File: src/rtl/grid_scanout_if.sv
// Bundle between the game FSM / board pins and grid_scanout.
// Request rule: frame_start_i is taken on a clk edge only while busy_o is low; it is never queued.
interface grid_scanout_if #(
  parameter int ROWS = 20,
  parameter int COLS = 10
);
  logic                 frame_start_i;
  logic [ROWS*COLS-1:0] display_array_i;
  logic                 busy_o;
  logic                 frame_done_o;
  logic                 sclk_o;
  logic                 sdata_o;
  logic                 latch_o;
  logic [4:0]           row_sel_o;
  logic [1:0]           scan_state;

  modport master (
    output frame_start_i, display_array_i,
    input  busy_o, frame_done_o, sclk_o, sdata_o, latch_o, row_sel_o, scan_state
  );

  modport slave (
    input  frame_start_i, display_array_i,
    output busy_o, frame_done_o, sclk_o, sdata_o, latch_o, row_sel_o, scan_state
  );
endinterface

File: src/rtl/grid_scanout.sv
// Serialises a snapshot of the ROWS x COLS playfield to a shift-register LED matrix, row by row.
// Define GRID_SCANOUT_PARITY_EN to append an odd-parity bit to every row before it is latched.
module grid_scanout #(
  parameter int ROWS    = 20,
  parameter int COLS    = 10,
  parameter int CLK_DIV = 4
) (
  input logic           clk,
  input logic           reset_n,
  grid_scanout_if.slave bus
);
  localparam int DIV_W = (CLK_DIV > 1) ? $clog2(CLK_DIV) : 1;
  localparam int CNT_W = $clog2(COLS + 1);
  localparam int IDX_W = $clog2(ROWS * COLS);
`ifdef GRID_SCANOUT_PARITY_EN
  localparam int NBITS = COLS + 1;
`else
  localparam int NBITS = COLS;
`endif

  typedef enum logic [1:0] {IDLE, SHIFT, LATCH, DONE} state_t;

  state_t               state_q, state_d;
  logic [ROWS*COLS-1:0] snap_q;
  logic [4:0]           row_q;
  logic [4:0]           row_sel_q;
  logic [CNT_W-1:0]     bit_q;
  logic [DIV_W-1:0]     div_q;
  logic                 phase_q;  // 0: sclk low half, 1: sclk high half
  logic                 div_last, bit_last, row_last;
  logic [CNT_W-1:0]     col;
  logic [IDX_W-1:0]     row_base, bit_idx;
  logic                 data_bit;

  assign div_last = div_q == DIV_W'(CLK_DIV - 1);
  assign bit_last = bit_q == CNT_W'(NBITS - 1);
  assign row_last = row_q == 5'(ROWS - 1);
  assign col      = CNT_W'(COLS - 1) - bit_q;
  assign row_base = IDX_W'(row_q) * IDX_W'(COLS);
  assign bit_idx  = row_base + IDX_W'(col);

`ifdef GRID_SCANOUT_PARITY_EN
  // The slot after col 0 carries XNOR of the row, i.e. odd parity over data plus this bit.
  always_comb begin
    data_bit = snap_q[bit_idx];
    if (bit_q == CNT_W'(COLS)) data_bit = ~^snap_q[row_base +: COLS];
  end
`else
  assign data_bit = snap_q[bit_idx];
`endif

  always_ff @(posedge clk or negedge reset_n) begin
    if (!reset_n) state_q <= IDLE;
    else          state_q <= state_d;
  end

  always_comb begin
    state_d = state_q;
    unique case (state_q)
      IDLE:    if (bus.frame_start_i) state_d = SHIFT;
      SHIFT:   if (div_last && phase_q && bit_last) state_d = LATCH;
      LATCH:   if (div_last) state_d = row_last ? DONE : SHIFT;
      DONE:    state_d = IDLE;
      default: state_d = IDLE;
    endcase
  end

  always_ff @(posedge clk or negedge reset_n) begin
    if (!reset_n) begin
      snap_q    <= '0;
      row_q     <= '0;
      row_sel_q <= '0;
      bit_q     <= '0;
      div_q     <= '0;
      phase_q   <= 1'b0;
    end else begin
      unique case (state_q)
        IDLE: begin
          if (bus.frame_start_i) begin
            snap_q  <= bus.display_array_i;
            row_q   <= '0;
            bit_q   <= '0;
            div_q   <= '0;
            phase_q <= 1'b0;
          end
        end
        SHIFT: begin
          div_q <= div_last ? '0 : div_q + 1'b1;
          if (div_last) begin
            phase_q <= ~phase_q;
            if (phase_q) bit_q <= bit_last ? '0 : bit_q + 1'b1;
          end
        end
        LATCH: begin
          div_q     <= div_last ? '0 : div_q + 1'b1;
          row_sel_q <= row_q;
          if (div_last && !row_last) row_q <= row_q + 1'b1;
        end
        default: ;
      endcase
    end
  end

  assign bus.busy_o       = state_q != IDLE;
  assign bus.frame_done_o = state_q == DONE;
  assign bus.sclk_o       = (state_q == SHIFT) && phase_q;
  assign bus.sdata_o      = (state_q == SHIFT) && data_bit;
  assign bus.latch_o      = state_q == LATCH;
  // Live row during LATCH; otherwise the last row that was latched.
  assign bus.row_sel_o    = (state_q == LATCH) ? row_q : row_sel_q;
  assign bus.scan_state   = state_q;
endmodule

File: src/flat_wrapper.sv
// flat-port wrapper written by rule: the top's interface ports become plain ports
module grid_scanout_flat 
#(
  parameter int ROWS    = 20,
  parameter int COLS    = 10,
  parameter int CLK_DIV = 4
)
  (clk, reset_n, bus_frame_start_i, bus_display_array_i, bus_busy_o, bus_frame_done_o, bus_sclk_o, bus_sdata_o, bus_latch_o, bus_row_sel_o, bus_scan_state);
  grid_scanout_if #(.ROWS(ROWS), .COLS(COLS)) bus_i ();
  input logic clk;
  input logic reset_n;
  input wire logic [$bits(bus_i.frame_start_i)-1:0] bus_frame_start_i;
  input wire logic [$bits(bus_i.display_array_i)-1:0] bus_display_array_i;
  output wire logic [$bits(bus_i.busy_o)-1:0] bus_busy_o;
  output wire logic [$bits(bus_i.frame_done_o)-1:0] bus_frame_done_o;
  output wire logic [$bits(bus_i.sclk_o)-1:0] bus_sclk_o;
  output wire logic [$bits(bus_i.sdata_o)-1:0] bus_sdata_o;
  output wire logic [$bits(bus_i.latch_o)-1:0] bus_latch_o;
  output wire logic [$bits(bus_i.row_sel_o)-1:0] bus_row_sel_o;
  output wire logic [$bits(bus_i.scan_state)-1:0] bus_scan_state;
  assign bus_i.frame_start_i = bus_frame_start_i;
  assign bus_i.display_array_i = bus_display_array_i;
  assign bus_busy_o = bus_i.busy_o;
  assign bus_frame_done_o = bus_i.frame_done_o;
  assign bus_sclk_o = bus_i.sclk_o;
  assign bus_sdata_o = bus_i.sdata_o;
  assign bus_latch_o = bus_i.latch_o;
  assign bus_row_sel_o = bus_i.row_sel_o;
  assign bus_scan_state = bus_i.scan_state;
  grid_scanout #(.ROWS(ROWS), .COLS(COLS), .CLK_DIV(CLK_DIV)) u_core (.clk(clk), .reset_n(reset_n), .bus(bus_i));
endmodule
File: config.mk
export PLATFORM = sky130hd
export DESIGN_NAME = grid_scanout_flat
export DESIGN_NICKNAME = d
export VERILOG_FILES = /design/src/rtl/grid_scanout_if.sv /design/src/rtl/grid_scanout.sv /design/src/flat_wrapper.sv
export SDC_FILE = /design/constraint.sdc
export NUM_CORES = 1
export LEC_CHECK = 0
export ABC_AREA = 0
export CAP_MARGIN = 20
export CORE_ASPECT_RATIO = 0.7
export CORE_MARGIN = 3
export CORE_UTILIZATION = 48
export DETAILED_ROUTE_END_ITERATION = 6
export HOLD_SLACK_MARGIN = 0.08
export PLACE_DENSITY = 0.76
export RECOVER_POWER = 50
export SETUP_SLACK_MARGIN = 0.5
export SLEW_MARGIN = 25
export SYNTH_ARGS = -nofsm -noshare
export SYNTH_HDL_FRONTEND = slang
export SYNTH_SLANG_ARGS = --single-unit
File: constraint.sdc
create_clock -name clk -period 6.7 [get_ports clk]
set_input_delay 1.34 -clock clk [delete_from_list [all_inputs] [get_ports clk]]
set_output_delay 1.34 -clock clk [all_outputs]
set_load 0.02 [all_outputs]
### After elaboration in Yosys (flattened, before gate mapping)

Cells that the tools add are included.
W data, S select, Z words.

| operators by class | value |
|---|---|
| add/subtract/negate cells | 5 |
| $lt $le $gt $ge | 1 |
| reductions and logical operators | 18 |
| multipliers | 1 |
| bitwise operators | 1 |
| equality and inequality tests | 12 |
| mux-type cells | 22 |

Operators by type and width:

| operator | number |
|---|---|
| $mux W4 | 4 |
| $mux W5 | 3 |
| $mux W2 | 6 |
| $ne A2 B1 Y1 const B | 5 |
| $pmux W5 S2 | 1 |
| $lt A8 B9 Y1 const B | 1 |
| $reduce_and A3 Y1 | 3 |
| $add A8 B4 Y8 | 1 |
| $bmux W1 S8 | 1 |
| $pmux W2 S4 | 1 |
| $pmux W4 S2 | 1 |
| $reduce_bool A2 Y1 | 4 |
| $mul A5 B3 Y7 const B | 1 |
| $eq A2 B2 Y1 const B | 3 |
| $add A5 B1 Y5 const B | 1 |
| $eq A5 B5 Y1 const B | 1 |
| $logic_and A1 B1 Y1 | 5 |
| $add A4 B1 Y4 const B | 1 |
| $eq A4 B4 Y1 const B | 1 |
| $pmux W2 S2 | 1 |
| $reduce_and A2 Y1 | 2 |
| $reduce_and A4 Y1 | 1 |
| $sub A4 B4 Y4 const A | 1 |
| $mux W1 | 3 |
| other kinds (8) | 8 |

| word-level totals | value |
|---|---|
| bits in registers | 219 |
| logic and storage cells | 67 |
| output and inout port bits | 12 |
| bits of input ports | 203 |

### Depth between registers and ports, before layout

Gate-level depths: netlist (run 1).

| logic depth | value |
|---|---|
| word-level depth | 5 |
| gate-level depth with buffers | 13 |
| mapped depth without buffers | 11 |

### Least setup slack after synthesis (run 1)

No wires, ideal clock.

| path | value |
|---|---|
| path type | reg2out |
| start | register u_core.row_q[1] |
| end | output bus_sdata_o |
| arrival time | 3.189 ns |
| path buffers | 0 |
| cell stages (with the launch flop) | 10 |
| data required time | 5.360 ns |
| path slack | 2.171 ns |
| cell sequence | dfrtp_1 > ha_1 > ha_1 > fa_1 > a21boi_0 > o2bb2ai_4 > mux4_2 > mux2_2 > o221ai_1 > a31oi_1 |

| on the way | value |
|---|---|
| longest elaborated chain between the ends | 5 |

RTL lines:

| item | line | text |
|---|---|---|
| start: declaration | grid_scanout.sv:25 | `logic [4:0] row_q;` |
| start signal: assignment | grid_scanout.sv:97 | `if (div_last && !row_last) row_q <= row_q + 1'b1;` |
| $mul A5 B3 Y7 | grid_scanout.sv:39 | `assign row_base = IDX_W'(row_q) * IDX_W'(COLS);` |
| $add A8 B4 Y8 | grid_scanout.sv:40 | `assign bit_idx = row_base + IDX_W'(col);` |
| $bmux W1 S8 | grid_scanout.sv:49 | `assign data_bit = snap_q[bit_idx];` |
| $mux W1 (not written as such) | grid_scanout.sv:49 |  |
| $logic_and A1 B1 Y1 | grid_scanout.sv:107 | `assign bus.sdata_o = (state_q == SHIFT) && data_bit;` |
| end: declaration | flat_wrapper.sv:17 | `output wire logic [$bits(bus_i.sdata_o)-1:0] bus_sdata_o;` |

No other way between the ends. The select of a mux whose other input is x is not followed.

### Worst setup path in the final report (run 1)

Ends and elaborated chain as after synthesis.

==> results of run 1 <==
==> cell families (layout without fill, tap and decap cells) <==
kind of cell | Yosys count | in the layout | synth area share (%)
xor gates and xnor gates | 8 | 9 | 0.741
AOI/OAI and AO/OA | 54 | 54 | 3.72
buffers and inverters | 52 | 271 | 2.45
muxes | 267 | 267 | 34.2
DFF | 219 | 219 | 52.3
and+or+nand+nor | 91 | 91 | 4.05
adders and majority gates | 20 | 20 | 2.53
==> per-stage QoR <==
stage / util, % / hold slack (ns) / std cells / worst slack [ns] / cell area, um2
after floorplan: - / 0.474 / 711 / 2.17 / 10500
after global placement: 60.9 / 0.483 / 1167 / 1.27 / 12800
after detailed placement: 60.9 / 0.490 / 1167 / 1.17 / 12800
after CTS: 64.3 / 0.504 / 1204 / 0.627 / 13600
after global routing: 64.4 / 0.515 / 1207 / 0.515 / 13600
final: 64.4 / 0.502 / 1207 / 0.846 / 13600
==> placed cells by master (no fill, tap or decap), types with 4 or more instances in the layout <==
cell type and count:
buf_4 4, clkdlybuf4s50_1 212, ha_1 17, a32oi_1 4
mux2i_1 10, dfrtp_1 218, nand2_1 35, mux4_2 52
clkinv_2 4, mux2_1 4, nor2_1 13, nor3_1 7
nand2b_1 4, nor2b_1 4, nor4_1 4, inv_1 11
o21ai_0 17, a21oi_1 9, nand3_1 14, clkbuf_1 8
mux2_2 201, clkbuf_16 23
==> final cells by class <==
class | count | area [um2] | share of cell area, %
sequential | 219 | 5480 | 40.4
tap | 276 | 345 | 2.54
timing repair buffer | 223 | 2230 | 16.4
clock inverter | 8 | 95.1 | 0.700
inverter | 11 | 41.3 | 0.304
multi-input combinational | 441 | 4780 | 35.2
clock buffer | 29 | 608 | 4.48
==> power by group <==
| group | internal (mW) | switching [mW] |
|---|---|---|
| combinational | 1.62 | 1.22 |
| sequential | 1.98 | 0.393 |
| clock | 0.714 | 0.504 |
| total | 4.31 | 2.12 |
==> worst max-delay path, cell delays in order, from the launching register on <==
cell	delay (ns)
dfrtp_1	0.49
ha_1	0.34
ha_1	0.21
fa_1	0.53
a21boi_0	0.43
o2bb2ai_4	0.28
mux4_2	0.57
mux2_2	0.30
o221ai_1	0.18
a31oi_1	0.10
clkdlybuf4s50_1	0.57
==> final timing paths <==
check / end
max in group asynchronous: u_core.bit_q[0]$_DFFE_PN0P_
max: bus_sdata_o
max reg2reg: u_core.row_q[4]$_DFFE_PN0P_
min: u_core.snap_q[37]$_DFFE_PN0P_
min reg2reg: u_core.snap_q[37]$_DFFE_PN0P_
min in group asynchronous: u_core.snap_q[57]$_DFFE_PN0P_
==> flip-flops by register name (all words and copies together), names as in the netlist <==
signal,flops
u_core.bit_q,4
u_core.phase_q,1
u_core.div_q,2
u_core.bus.scan_state,2
u_core.row_q,5
u_core.row_sel_q,5
u_core.snap_q,200
==> routing by layer <==
metal,part of all wire (%),routed length (um),GRT usage [%]
met1,47,11900,32.9
met2,43,10900,31.2
met3,8.5,2160,6.23
met4,1.1,288,2.86
met5,0.055,14,0
==> impl_metrics.json, run 1 <==
{
  "ff2ff_path_depth": 7,
  "core-area_um2": 21100,
  "port_buffers": 214,
  "cts.sinks": 219,
  "area_delta_synth_final_pct": 29.7,
  "synthArstFlopShare_pct": 100,
  "routabilityCongestion": 0.808,
  "hold_viol_final": 0,
  "gr-total-overflow": 0,
  "violations": "capacitance limit, slew limit",
  "path_class": "flip-flop to primary output",
  "diodes": 0,
  "die_w_um": 183,
  "cts_root_buf": "clkbuf_16",
  "fillers": 1588,
  "synth_top_cell_by_area": "dfrtp_1",
  "dp_hpwl_mm": 18.1,
  "fin_total_pwr_mw": 6.43,
  "skew_ns": 0.0164,
  "start_kind": "flip-flop",
  "arrival_ns": 4.51,
  "min_from": "u_core.snap_q[37]$_DFFE_PN0P_",
  "fmax_mhz": 171,
  "dr.first_iter.drc_count": 469,
  "worst_slew_pin_slew_ns": 3.22,
  "end_kind": "primary output",
  "static-leakage-power_nw": 5.61,
  "min_period_ns": 5.85,
  "path_clk_slew_ns": 0.06,
  "setup-violations-final": 0,
  "ios": 215,
  "die_h_um": 130,
  "holdPathStages": 1,
  "syn_area_um2": 10500,
  "cts-buffers-inserted": 22,
  "finalSetupTns_ns": 0,
  "ys_seq_area_share_pct": 52.3,
  "vias": 6759,
  "initial_core_util_pct": 49.7,
  "grt_setup_unrepaired": "no",
  "synth_enable_flop_cells": 0,
  "die_area_um2": 23700,
  "ant_nets": 0,
  "grt.total_usage_pct": 21.4,
  "drt_first_pass_iters": 4,
  "antenna_found_initial": 2,
  "cts.path.max_buffers": 3,
  "yosysUniqueCellTypes": 49,
  "postSynthNetCount": 934,
  "cts_tree": "yes",
  "drc_errors": 0,
  "cts_setup_buffers": 0,
  "slew_headroom_pct": -115,
  "synth_top_cells_by_count": "219 x dfrtp_1, 205 x mux2_2, 52 x mux4_2",
  "ys_ff_latch": 219,
  "startpoint": "u_core.row_q[1]$_DFFE_PN0P_",
  "routedWlPerCell_um": 21.0,
  "syn_avg_cell_area_um2": 14.7,
  "r2r-start": "u_core.bus.scan_state[0]$_DFFE_PN0P_",
  "rrSetupSlack_ns": 4.28,
  "period_share_pct": 87.4,
  "rows": 44,
  "critPathMaxFanout": 10,
  "netlist.area_leader.share_pct": 52.3,
  "status": "finished with violations",
  "cts_resized": 0,
  "grt_pass1_wl_mm": 39.5,
  "ys.warnings.count": 0,
  "syn_inst": 711,
  "drive_gt1_share_pct": 32.3,
  "ir_drop_mv": 0.201,
  "cap_viol_max_count": 4,
  "crit_required_ns": 5.36,
  "final_nets": 1141,
  "powerDensity_nw_per_um2": 473,
  "wl_mm": 25.4,
  "synthTopCellsByArea": "dfrtp_1 52%, mux2_2 22%, mux4_2 11%, ha_1 2.2%, nand2_1 1.3%",
  "viasPerCell": 5.60,
  "clk-insertion-delay-late_ns": 0.50,
  "cts_hold_buffers": 0,
  "synth.most_common_cell": "dfrtp_1",
  "synth_flop_cell": "dfrtp_1",
  "slew_viol_final": 226,
  "htree_levels": 1,
  "grt_max_degree": 201,
  "hold_class": "flip-flop to flip-flop",
  "grt_pass1_vias": 7054
}
No activity file was read; power rests on OpenSTA's default activity.
==> run 2, diff against run 1 <==
- CORE_UTILIZATION: 48 -> 40
- PLACE_DENSITY: 0.76 -> unset
- clock period: 6.7 -> 6.85 ns (I/O delays scaled with it)
==> run 2 against run 1 <==
The flow still finishes with violations (capacitance limit, slew limit). Clock skew shrank 0.0058 ns. Critical path depth grew 1. Sequential power is essentially flat. Hold slack lost 0.0087 ns. Worst setup slack lost 0.12 ns. Global-route usage shrank 2.6 points. Clock-buffer cell count is the same. Final area grew 1.1%. Flip-flop and latch count is the same.
==> impl_metrics.json, run 2 (synthesis gave the netlist of run 1 again) <==
{
  "status": "finished with violations",
  "violations": "capacitance limit, slew limit",
  "cap_viol_max_count": 3,
  "start_kind": "flip-flop",
  "gr-total-overflow": 0,
  "regMostFlops": "u_core.snap_q",
  "end_kind": "primary output",
  "top_regs": "u_core.snap_q x200, u_core.row_q x5, u_core.row_sel_q x5",
  "stdcell_area_um2": 13700,
  "largest_reg_flops": 200,
  "placed_cell_area_um2": 12900,
  "antenna_found_initial": 8,
  "drive_gt1_share_pct": 32.8,
  "utilization_pct": 54.6,
  "ir_drop_mv": 0.205,
  "die_h_um": 141,
  "grt_pass1_vias": 7395,
  "cts_hold_buffers": 0,
  "worst_slew_pin_slew_ns": 3.52,
  "drt_first_pass_iters": 4,
  "final_common_cell": "dfrtp_1",
  "setup-violations-final": 0,
  "cts-buffers-inserted": 23,
  "cts_setup_buffers": 0,
  "powerDensity_nw_per_um2": 472,
  "slew_headroom_pct": -135,
  "dp_hpwl_mm": 18.8,
  "grt.total_usage_pct": 18.9,
  "finalSetupTns_ns": 0,
  "worst_path_dominant_cell_family": "multiplexers",
  "crit_slowest_cell": "xor2_4",
  "core-area_um2": 25200,
  "cts_tree": "yes",
  "crit_buf_inv": 2,
  "port_buffers": 214,
  "cts.sinks": 219,
  "path_class": "flip-flop to primary output",
  "min_from": "u_core.row_sel_q[3]$_DFF_PN0_",
  "area_delta_synth_final_pct": 31.1,
  "vias": 6684,
  "fmax_mhz": 163,
  "cts_resized": 0,
  "r2r-start": "u_core.bus.scan_state[0]$_DFFE_PN0P_",
  "dr.first_iter.drc_count": 280,
  "initial_core_util_pct": 41.6,
  "cts.path.max_buffers": 3,
  "skew_ns": 0.0106,
  "globalRouteMet3Util_pct": 5.44,
  "routedWlPerCell_um": 21.0,
  "die_area_um2": 28200,
  "cp_cell_sequence": "inv_1 > ha_1 > xor2_1 > ha_1 > xor2_4 > mux4_2 > mux4_2 > mux2_2 > o221ai_1 > a31oi_1 > clkdlybuf4s50_1",
  "slew_viol_final": 233,
  "finalHoldWorstSlack_ns": 0.493,
  "crit_required_ns": 5.48,
  "grt_setup_unrepaired": "no",
  "ios": 215,
  "cts_root_buf": "clkbuf_16",
  "grtUsageMet1_pct": 27.1,
  "met2_usage_pct": 29.0,
  "viasPerCell": 5.32,
  "clk-insertion-delay-late_ns": 0.51,
  "fin_total_pwr_mw": 6.48,
  "htree_levels": 1,
  "ant_nets": 0,
  "grt_max_degree": 201,
  "hold_class": "flip-flop to flip-flop",
  "busiest_layer": "met2",
  "startpoint": "u_core.bit_q[1]$_DFFE_PN0P_",
  "routabilityCongestion": 0.797,
  "layout_common_cells": "218 x dfrtp_1, 212 x clkdlybuf4s50_1, 201 x mux2_2, 52 x mux4_2, 35 x nand2_1",
  "rows": 48,
  "min_period_ns": 6.13,
  "hold_viol_final": 0,
  "final_nets": 1136,
  "static-leakage-power_nw": 5.66,
  "path_clk_slew_ns": 0.06,
  "grt_pass1_wl_mm": 41.7,
  "drc_errors": 0,
  "max_stage_delay_ns": 0.77,
  "period_share_pct": 89.4,
  "critPathMaxFanout": 27,
  "die_w_um": 199,
  "wl_mm": 26.4,
  "arrival_ns": 4.76
}
run 2: changes by cell type in the layout (fill, tap and decap cells not counted), sizes merged:
cell	previous run	this run
clkbuf	33	32
xor2	5	4
bufinv	2	5
clkinvlp	2	0
clkinv	4	7
diode	0	1
buf	6	2
inv	11	12
run 2: power by group:
part           switching, mW  internal, mW  total [mW]
sequential             0.411          1.94        2.35
clock                  0.510         0.858        1.37
combinational           1.18          1.59        2.77
run 2: per-stage QoR:
step	cells	worst slack [ns]
2_1_floorplan	711	2.29
3_3_place_gp	1212	1.32
3_5_place_dp	1212	1.24
4_1_cts	1254	0.690
5_1_grt	1256	0.454
6_report	1256	0.723
run 2: final timing paths:
kind                            slack, ns  depth (start not counted)                       endpoint
max in group asynchronous            1.48                          2  u_core.snap_q[41]$_DFFE_PN0P_
worst min-delay path                 0.49                          1  u_core.row_sel_q[3]$_DFF_PN0_
min in group asynchronous            1.82                          1  u_core.snap_q[61]$_DFFE_PN0P_
worst max-delay path                 0.72                         11                    bus_sdata_o
worst min register to register       0.49                          1  u_core.row_sel_q[3]$_DFF_PN0_
worst max register to register       2.27                          6  u_core.snap_q[74]$_DFFE_PN0P_
run 2: area by class of cell:
cell class | instances | area (um2)
Antenna cell | 1 | 2.50
Clock buffer | 29 | 648
Clock inverter | 13 | 194
Fill cell | 2043 | 11400
Inverter | 11 | 41.3
Multi-Input combinational cell | 440 | 4780
Sequential cell | 219 | 5480
Tap cell | 325 | 407
Timing Repair Buffer | 218 | 2180
run 2: metal layers:
layer  share of wire [%]  wire (um)  vias to the layer above
met3                 7.4       1950                       41
met5                0.34         91                        -
met2                  45      11900                      184
met4                 1.5        400                       14
li1                    -          -                     3053
met1                  46      12000                     3392
==> run 3, diff against run 2 <==
- PLACE_DENSITY: unset -> 0.63
==> run 3 against run 2 <==
The flow still finishes with violations (capacitance limit, slew limit). Worst setup slack better by 0.14 ns. Via count down 0.81%. Clock-buffer cell count up 4. Register-to-register slack better by 1.9 ns. Core utilization down 0.27 points. Maximum frequency up 2.3%. Critical path depth up 1. Die area unchanged. Global-route usage down 0.74 points. Sequential power about the same. Hold slack about the same. Non-clock buffer count up 2. Critical endpoint unchanged. Largest cell class unchanged.
==> impl_metrics.json, run 3 (synthesis gave the netlist of run 1 again) <==
{
  "crit_required_ns": 5.48,
  "ir_drop_mv": 0.200,
  "r2r-start": "u_core.bus.scan_state[0]$_DFFE_PN0P_",
  "largest_reg_flops": 200,
  "path_clk_slew_ns": 0.06,
  "place_ws_ns": 1.19,
  "worst_slew_pin_slew_ns": 3.09,
  "ant_nets": 0,
  "antenna_found_initial": 4,
  "setup-violations-final": 0,
  "clk-insertion-delay-late_ns": 0.51,
  "violations": "capacitance limit, slew limit",
  "finalSetupTns_ns": 0,
  "skew_ns": 0.00692,
  "core-area_um2": 25200,
  "area_delta_synth_final_pct": 30.5,
  "period_share_pct": 87.4,
  "fillers": 2101,
  "rows": 48,
  "htree_levels": 1,
  "powerDensity_nw_per_um2": 462,
  "cts_resized": 0,
  "static-leakage-power_nw": 5.63,
  "arrival_ns": 4.62,
  "path_class": "flip-flop to primary output",
  "viasPerCell": 5.26,
  "cts.sinks": 219,
  "gr-total-overflow": 0,
  "grt_max_degree": 163,
  "start_kind": "flip-flop",
  "cts_tree": "yes",
  "crit_slowest_cell": "clkdlybuf4s50_1",
  "port_buffers": 214,
  "cp_cell_sequence": "inv_1 > ha_1 > xor2_1 > ha_1 > xor2_4 > buf_8 > mux4_2 > mux4_2 > mux2_2 > o221ai_1 > a31oi_1 > clkdlybuf4s50_1",
  "status": "finished with violations",
  "slew_viol_final": 222,
  "cts-buffers-inserted": 24,
  "drt_first_pass_iters": 4,
  "drc_errors": 0,
  "hold_viol_final": 0,
  "grt.total_usage_pct": 18.1,
  "ios": 215,
  "multiInputGateArea_um2": 4770,
  "slew_headroom_pct": -106,
  "grt_pass1_vias": 6926,
  "stdcell_area_um2": 13700,
  "top_regs": "u_core.snap_q x200, u_core.row_q x5, u_core.row_sel_q x5",
  "regMostFlops": "u_core.snap_q",
  "cts.path.max_buffers": 3,
  "min_from": "u_core.row_sel_q[3]$_DFF_PN0_",
  "fin_total_pwr_mw": 6.31,
  "seq_area_um2": 5480,
  "max_stage_delay_ns": 0.58,
  "cts_setup_buffers": 0,
  "fmax_mhz": 167,
  "routedWlPerCell_um": 20.4,
  "dp_hpwl_mm": 18.2,
  "cap_viol_max_count": 2,
  "die_w_um": 199,
  "final_common_cell": "dfrtp_1",
  "dr.first_iter.drc_count": 387,
  "hold_class": "flip-flop to flip-flop",
  "layout_common_cells": "218 x dfrtp_1, 212 x clkdlybuf4s50_1, 201 x mux2_2, 52 x mux4_2, 35 x nand2_1",
  "min_period_ns": 5.99,
  "critPathMaxFanout": 14,
  "rrSetupSlack_ns": 4.19,
  "grt_pass1_wl_mm": 39.9,
  "die_area_um2": 28200,
  "end_kind": "primary output",
  "startpoint": "u_core.bit_q[1]$_DFFE_PN0P_",
  "cts_hold_buffers": 0,
  "final_nets": 1139,
  "placed_cell_area_um2": 12900,
  "initial_core_util_pct": 41.6,
  "worst_slack_ns": 0.860,
  "vias": 6630,
  "wl_mm": 25.7,
  "utilization_pct": 54.3,
  "drive_gt1_share_pct": 32.9,
  "die_h_um": 141,
  "grt_setup_unrepaired": "no",
  "cts_root_buf": "clkbuf_16",
  "routabilityCongestion": 0.780
}
## run 3: cell types whose count changed in the layout (fill, tap and decap cells not counted), moves of 2 or more
| cell | previous run | this run |
|---|---|---|
| buf_4 | 1 | 3 |
| clkinvlp_4 | 0 | 3 |
| clkbuf_1 | 3 | 5 |
| bufinv_16 | 5 | 0 |
| clkbuf_16 | 23 | 25 |
## run 3: per-layer routing
layer	routed length, um	global-route usage, %	vias to the layer above
li1	-	-	3069
met1	12600	28.3	3354
met2	11000	26.2	171
met3	1740	4.13	30
met4	396	3.27	6
met5	40	0	-
## run 3: power by group
part,total (mW),internal (mW),switching [mW]
clock,1.24,0.712,0.528
combinational,2.73,1.58,1.15
sequential,2.33,1.94,0.396
## run 3: cell type report
cell class / count / area share (%)
Clock inverter: 11 / 0.485
Antenna cell: 1 / 0.0183
Inverter: 11 / 0.302
Multi-Input combinational cell: 440 / 34.9
Sequential cell: 219 / 40.1
Timing Repair Buffer: 220 / 16.1
Clock buffer: 33 / 5.09
Tap cell: 325 / 2.98
## run 3: worst paths after layout
kind | depth (start not counted) | endpoint
worst min register to register | 1 | u_core.row_sel_q[3]$_DFF_PN0_
max in group asynchronous | 2 | u_core.snap_q[142]$_DFFE_PN0P_
worst max register to register | 5 | u_core.snap_q[26]$_DFFE_PN0P_
worst min-delay path | 1 | u_core.row_sel_q[3]$_DFF_PN0_
min in group asynchronous | 1 | u_core.snap_q[62]$_DFFE_PN0P_
worst max-delay path | 12 | bus_sdata_o
## run 3: stage by stage
stage          hold slack, ns  std cells
2_1_floorplan           0.474        711
3_3_place_gp            0.481       1214
3_5_place_dp            0.485       1214
4_1_cts                 0.502       1258
5_1_grt                 0.509       1260
6_report                0.494       1260
## run 3: worst max-delay path, delay by kind of cell, from the launching register on
| family | cells | cell delay (ns) |
|---|---|---|
| multiplexers | 3 | 1.09 |
| buffers and inverters | 3 | 0.89 |
| XOR/XNOR | 2 | 0.72 |
| adder cells (fa/ha/maj) | 2 | 0.70 |
| flip-flops | 1 | 0.42 |
| AO/OA/AOI/OAI | 2 | 0.28 |
